--- src/rtl/fifo_rd_packer.sv ---
// Drains a first-word-fall-through FIFO and packs PACK_CNT consecutive words into one
// registered valid/ready beat; a flush emits the partially filled beat with a word mask.
module fifo_rd_packer #(
    parameter int DATA_WIDTH = 32,
    parameter int PACK_LG2   = 2
) (
    input  logic                                  clk,
    input  logic                                  rst_n,
    input  logic                                  empty_i,
    output logic                                  rden_o,
    input  logic [DATA_WIDTH-1:0]                 rdata_i,
    input  logic                                  flush_i,
    output logic                                  out_valid_o,
    input  logic                                  out_ready_i,
    output logic [(1<<PACK_LG2)*DATA_WIDTH-1:0]   out_data_o,
    output logic [(1<<PACK_LG2)-1:0]              out_mask_o,
    output logic                                  busy_o
);

    localparam int PACK_CNT = 1 << PACK_LG2;
    localparam int BEAT_W   = PACK_CNT * DATA_WIDTH;
    localparam logic [PACK_LG2-1:0] IDX_LAST = PACK_LG2'(PACK_CNT - 1);

    logic [DATA_WIDTH-1:0] r_acc [PACK_CNT-1];
    logic [PACK_LG2-1:0]   r_idx;
    logic [BEAT_W-1:0]     r_out_data;
    logic [PACK_CNT-1:0]   r_out_mask;
    logic                  r_out_valid;
    logic                  r_flush_pend;

    logic                  w_out_free;
    logic                  w_flush_act;
    logic                  w_idx_last;
    logic                  w_rden;
    logic                  w_full_load;
    logic                  w_flush_load;
    logic                  w_beat_load;
    logic [BEAT_W-1:0]     w_new_data;
    logic [PACK_CNT-1:0]   w_new_mask;

    assign w_out_free   = !r_out_valid || out_ready_i;
    assign w_flush_act  = flush_i || r_flush_pend;
    assign w_idx_last   = (r_idx == IDX_LAST);
    assign w_rden       = !empty_i && !w_flush_act && (!w_idx_last || w_out_free);
    assign w_full_load  = w_rden && w_idx_last;
    assign w_flush_load = w_flush_act && (r_idx != '0) && w_out_free;
    assign w_beat_load  = w_full_load || w_flush_load;

    // Slots at or above idx may hold stale words from an earlier beat, so they are zeroed.
    always_comb begin
        w_new_data = '0;
        w_new_mask = '0;
        for (int k = 0; k < PACK_CNT - 1; k++) begin
            if (PACK_LG2'(k) < r_idx) begin
                w_new_data[k*DATA_WIDTH +: DATA_WIDTH] = r_acc[k];
                w_new_mask[k] = 1'b1;
            end
        end
        if (w_full_load) begin
            w_new_data[(PACK_CNT-1)*DATA_WIDTH +: DATA_WIDTH] = rdata_i;
            w_new_mask[PACK_CNT-1] = 1'b1;
        end
    end

    always_ff @(posedge clk) begin
        for (int k = 0; k < PACK_CNT - 1; k++) begin
            if (w_rden && (r_idx == PACK_LG2'(k))) begin
                r_acc[k] <= rdata_i;
            end
        end
    end

    always_ff @(posedge clk or negedge rst_n) begin
        if (!rst_n) begin
            r_idx        <= '0;
            r_out_data   <= '0;
            r_out_mask   <= '0;
            r_out_valid  <= 1'b0;
            r_flush_pend <= 1'b0;
        end else begin
            if (w_beat_load) begin
                r_out_data  <= w_new_data;
                r_out_mask  <= w_new_mask;
                r_out_valid <= 1'b1;
            end else if (out_ready_i) begin
                r_out_valid <= 1'b0;
            end

            if (w_beat_load) begin
                r_idx <= '0;
            end else if (w_rden) begin
                r_idx <= r_idx + 1'b1;
            end

            if (w_flush_act) begin
                r_flush_pend <= (r_idx != '0) && !w_out_free;
            end
        end
    end

    // Gating with rst_n makes the pop drop immediately when reset asserts.
    assign rden_o      = w_rden && rst_n;
    assign out_valid_o = r_out_valid;
    assign out_data_o  = r_out_data;
    assign out_mask_o  = r_out_mask;
    assign busy_o      = (r_idx != '0) || r_out_valid || r_flush_pend;

endmodule
--- config.mk ---
export PLATFORM = sky130hd
export DESIGN_NAME = fifo_rd_packer
export DESIGN_NICKNAME = d
export VERILOG_FILES = /design/src/rtl/fifo_rd_packer.sv
export SDC_FILE = /design/constraint.sdc
export NUM_CORES = 1
export LEC_CHECK = 0
export ABC_AREA = 0
export CORE_UTILIZATION = 29
export CTS_BUF_LIST = sky130_fd_sc_hd__clkbuf_16
export DETAILED_ROUTE_END_ITERATION = 16
export PLACE_DENSITY = 0.52
export SLEW_MARGIN = 15
export SYNTH_ARGS = -nofsm -noshare
export SYNTH_HDL_FRONTEND = slang
export SYNTH_SLANG_ARGS = --single-unit
export TNS_END_PERCENT = 20
--- constraint.sdc ---
create_clock -name clk -period 2.5 [get_ports clk]
set_input_delay 0.5 -clock clk [delete_from_list [all_inputs] [get_ports clk]]
set_output_delay 0.5 -clock clk [all_outputs]
set_load 0.05 [all_outputs]
==> impl_metrics.csv <==
group,metric,value,unit
timing,period_needed,2420,ps
finish,n_antenna_cell,0,
min_path,hp-class,"input port to asynchronous set/reset pin",
cts,clockBufferDepth,3,
cts,cts.sinks,232,
yosys,yosysWarnings,0,
detailed_routing,drc_errors,0,
finish,layout.nets,791,
place,hpwlAfterDp,12.8,mm
power_and_ir_drop,pwr_density_cell,1330,nW/um^2
timing,worst_pin_slew,790,ps
timing,clock_skew,14.5,ps
die,start_util,0.294,
power_and_ir_drop,peakVddDrop,754,uV
die,core,28600,sq um
global_route,grt_antenna_before_repair,0,
global_route,gr-usage-all-layers,0.141,
outcome,status,"complete, no violations",
die,chipHeight,172,um
finish,final_common_cell,"clkdlybuf4s50_1",
setup_path,cp_max_fo,6,
global_route,grt_remaining_overflow,0,
cts,clk_latency,520,ps
place,gp_congestion,0.702,
finish,syn2layout_area_growth,37.2,%
timing,hold_slack,104,ps
yosys,synth.yosys.seq_area_share,0.746,
timing,grt_setup_unrepaired,"no",
setup_path,cp.required,2000,ps
timing,max_freq,0.413,GHz
cts,htree_levels,1,
yosys,syn-num-nets,609,
detailed_routing,wirelength,20.9,mm
detailed_routing,ant_nets,0,
timing,finalSetupTns,0,ps
timing,slew_headroom,0.473,
die,dieArea,29700,sq um
cts,path_clk_slew,60,ps
yosys,ys_ff_latch,232,
yosys,syn_inst,567,
cts,cts_buffers,26,
detailed_routing,first_pass_iters,4,
global_route,grt_pass1_wl,31.5,mm
global_route,first_global_vias,5263,
finish,drive_above_1_share,0.142,
timing,maxSlewViolCount,0,
setup_path,worstSetupPathType,"input port to output pin",
timing,setup_violations,0,
detailed_routing,routed_via_density,4.44,
cts,root_buffer,"clkbuf_16",
timing,hold_viol,0,
setup_path,startpoint_type,"input port",
setup_path,arrival,1920,ps
die,die_w,172,um
setup_path,end_kind,"output pin",
timing,fin_crit_sh,0.968,
detailed_routing,drt_iter0_drc,294,
global_route,grt_max_degree,137,
yosys,syn_avg_cell_area,14.9,sq um
job,cap_violations,0,
die,num_rows,62,
cts,cts_tree,"yes",
detailed_routing,vias,5121,
yosys,ys_types,31,
place,port_buffers,171,
yosys,syn-cell-area,8430,sq um
die,ios,172,
detailed_routing,wl_per_cell,18.1,um
finish,final_cell_mix,"168 x clkdlybuf4s50_1, 134 x dfrtp_1, 96 x edfxtp_1",
power_and_ir_drop,p_leak,0.00459,uW
==> path summary, 6_finish.rpt <==
kind                         startpoint              end  slack [ps]  cells after the start
setup / recovery                flush_i           rden_o          80                      6
hold / removal                    rst_n   out_data_o[28]         100                      2
setup reg to reg               r_idx[0]    out_data_o[0]         540                      6
hold reg to reg            r_acc[0][25]   out_data_o[25]         470                      1
max in group asynchronous         rst_n  out_data_o[106]        1810                      2
min in group clk           r_acc[0][25]   out_data_o[25]         470                      1
==> cell usage after synthesis <==
cell type | count | area share
dfrtp_1 | 136 | 0.40
edfxtp_1 | 96 | 0.34
nand2_1 | 68 | 0.030
nand3_1 | 67 | 0.040
o21ai_0 | 59 | 0.035
a22o_1 | 32 | 0.033
mux2_4 | 31 | 0.055
clkbuf_1 | 26 | 0.012
o21ai_1 | 7 | 0.0042
buf_2 | 6 | 0.0036
ha_1 | 5 | 0.0074
and2_1 | 4 | 0.0030
nor2_1 | 4 | 0.0018
buf_12 | 3 | 0.0071
buf_4 | 3 | 0.0027
buf_6 | 2 | 0.0027
inv_1 | 2 | 0.00089
mux2_2 | 2 | 0.0027
nand2b_1 | 2 | 0.0015
a21boi_0 | 1 | 0.00089
a21oi_1 | 1 | 0.00059
and3_1 | 1 | 0.00074
buf_1 | 1 | 0.00045
mux2i_1 | 1 | 0.0012
nand3b_1 | 1 | 0.00089
nor2_4 | 1 | 0.0013
nor2b_1 | 1 | 0.00074
nor3_1 | 1 | 0.00059
nor3_2 | 1 | 0.0012
nor3_4 | 1 | 0.0019
or3_1 | 1 | 0.00074
==> layer usage <==
layer	wire, um	vias to the layer above	track usage
met5	0	-	0
met4	375	0	0.0373
met3	1220	33	0.0284
met2	9780	148	0.222
met1	9510	2535	0.196
li1	-	2405	-
==> worst max-delay path, cell delays in order <==
cell	delay (ps)
clkdlybuf4s50_1	460
nor3_4	230
a21boi_0	210
buf_4	190
and2_1	180
buf_12	140
==> area by class of cell <==
cell class,instances,area [sq um]
clock buffer,27,676
clock inverter,21,153
fill,2651,17100
inverter,2,7.51
multi-input combinational,292,1920
sequential,232,6290
tap,384,480
timing repair buffer,195,2040
==> through the flow <==
stage	utilization	power [uW]	cell area, sq um	setup WS (ps)	instances
2_1_floorplan	-	9550	8430	58.4	567
3_3_place_gp	0.375	11800	10700	65.1	1105
5_1_grt	0.404	16100	11600	1.00	1153
6_report	0.404	15400	11600	79.1	1153
4_1_cts	0.404	15600	11600	39.1	1153
3_5_place_dp	0.375	11900	10700	70.6	1105
==> state kept, by name, indices dropped and copies added, names as in the netlist <==
| name | count |
|---|---|
| out_data_o | 128 |
| r_acc | 96 |
| out_mask_o | 4 |
| r_idx | 2 |
| out_valid_o | 1 |
| r_flush_pend | 1 |
==> logic make-up after synthesis <==
family / Yosys count / synth area share
simple gates: 153 / 0.0845
fa+ha+maj: 5 / 0.00743
compound gates: 100 / 0.0740
buf+inv: 43 / 0.0290
mux: 34 / 0.0591
flops: 232 / 0.746
==> where the power goes <==
group          internal, uW  switching, uW  total, uW
Sequential             4910            549       5460
Clock                  2150           1510       3670
Combinational          2210           4070       6290
Total                  9280           6130      15400
==> what timing repair did <==
item,4_1_cts,5_1_grt
setup endpoints to repair,1,1
buffers inserted,0,0
resized for setup,1,1
gates cloned,0,0
hold buffers,0,0
Note: power is estimated with default switching activity, not from simulation.
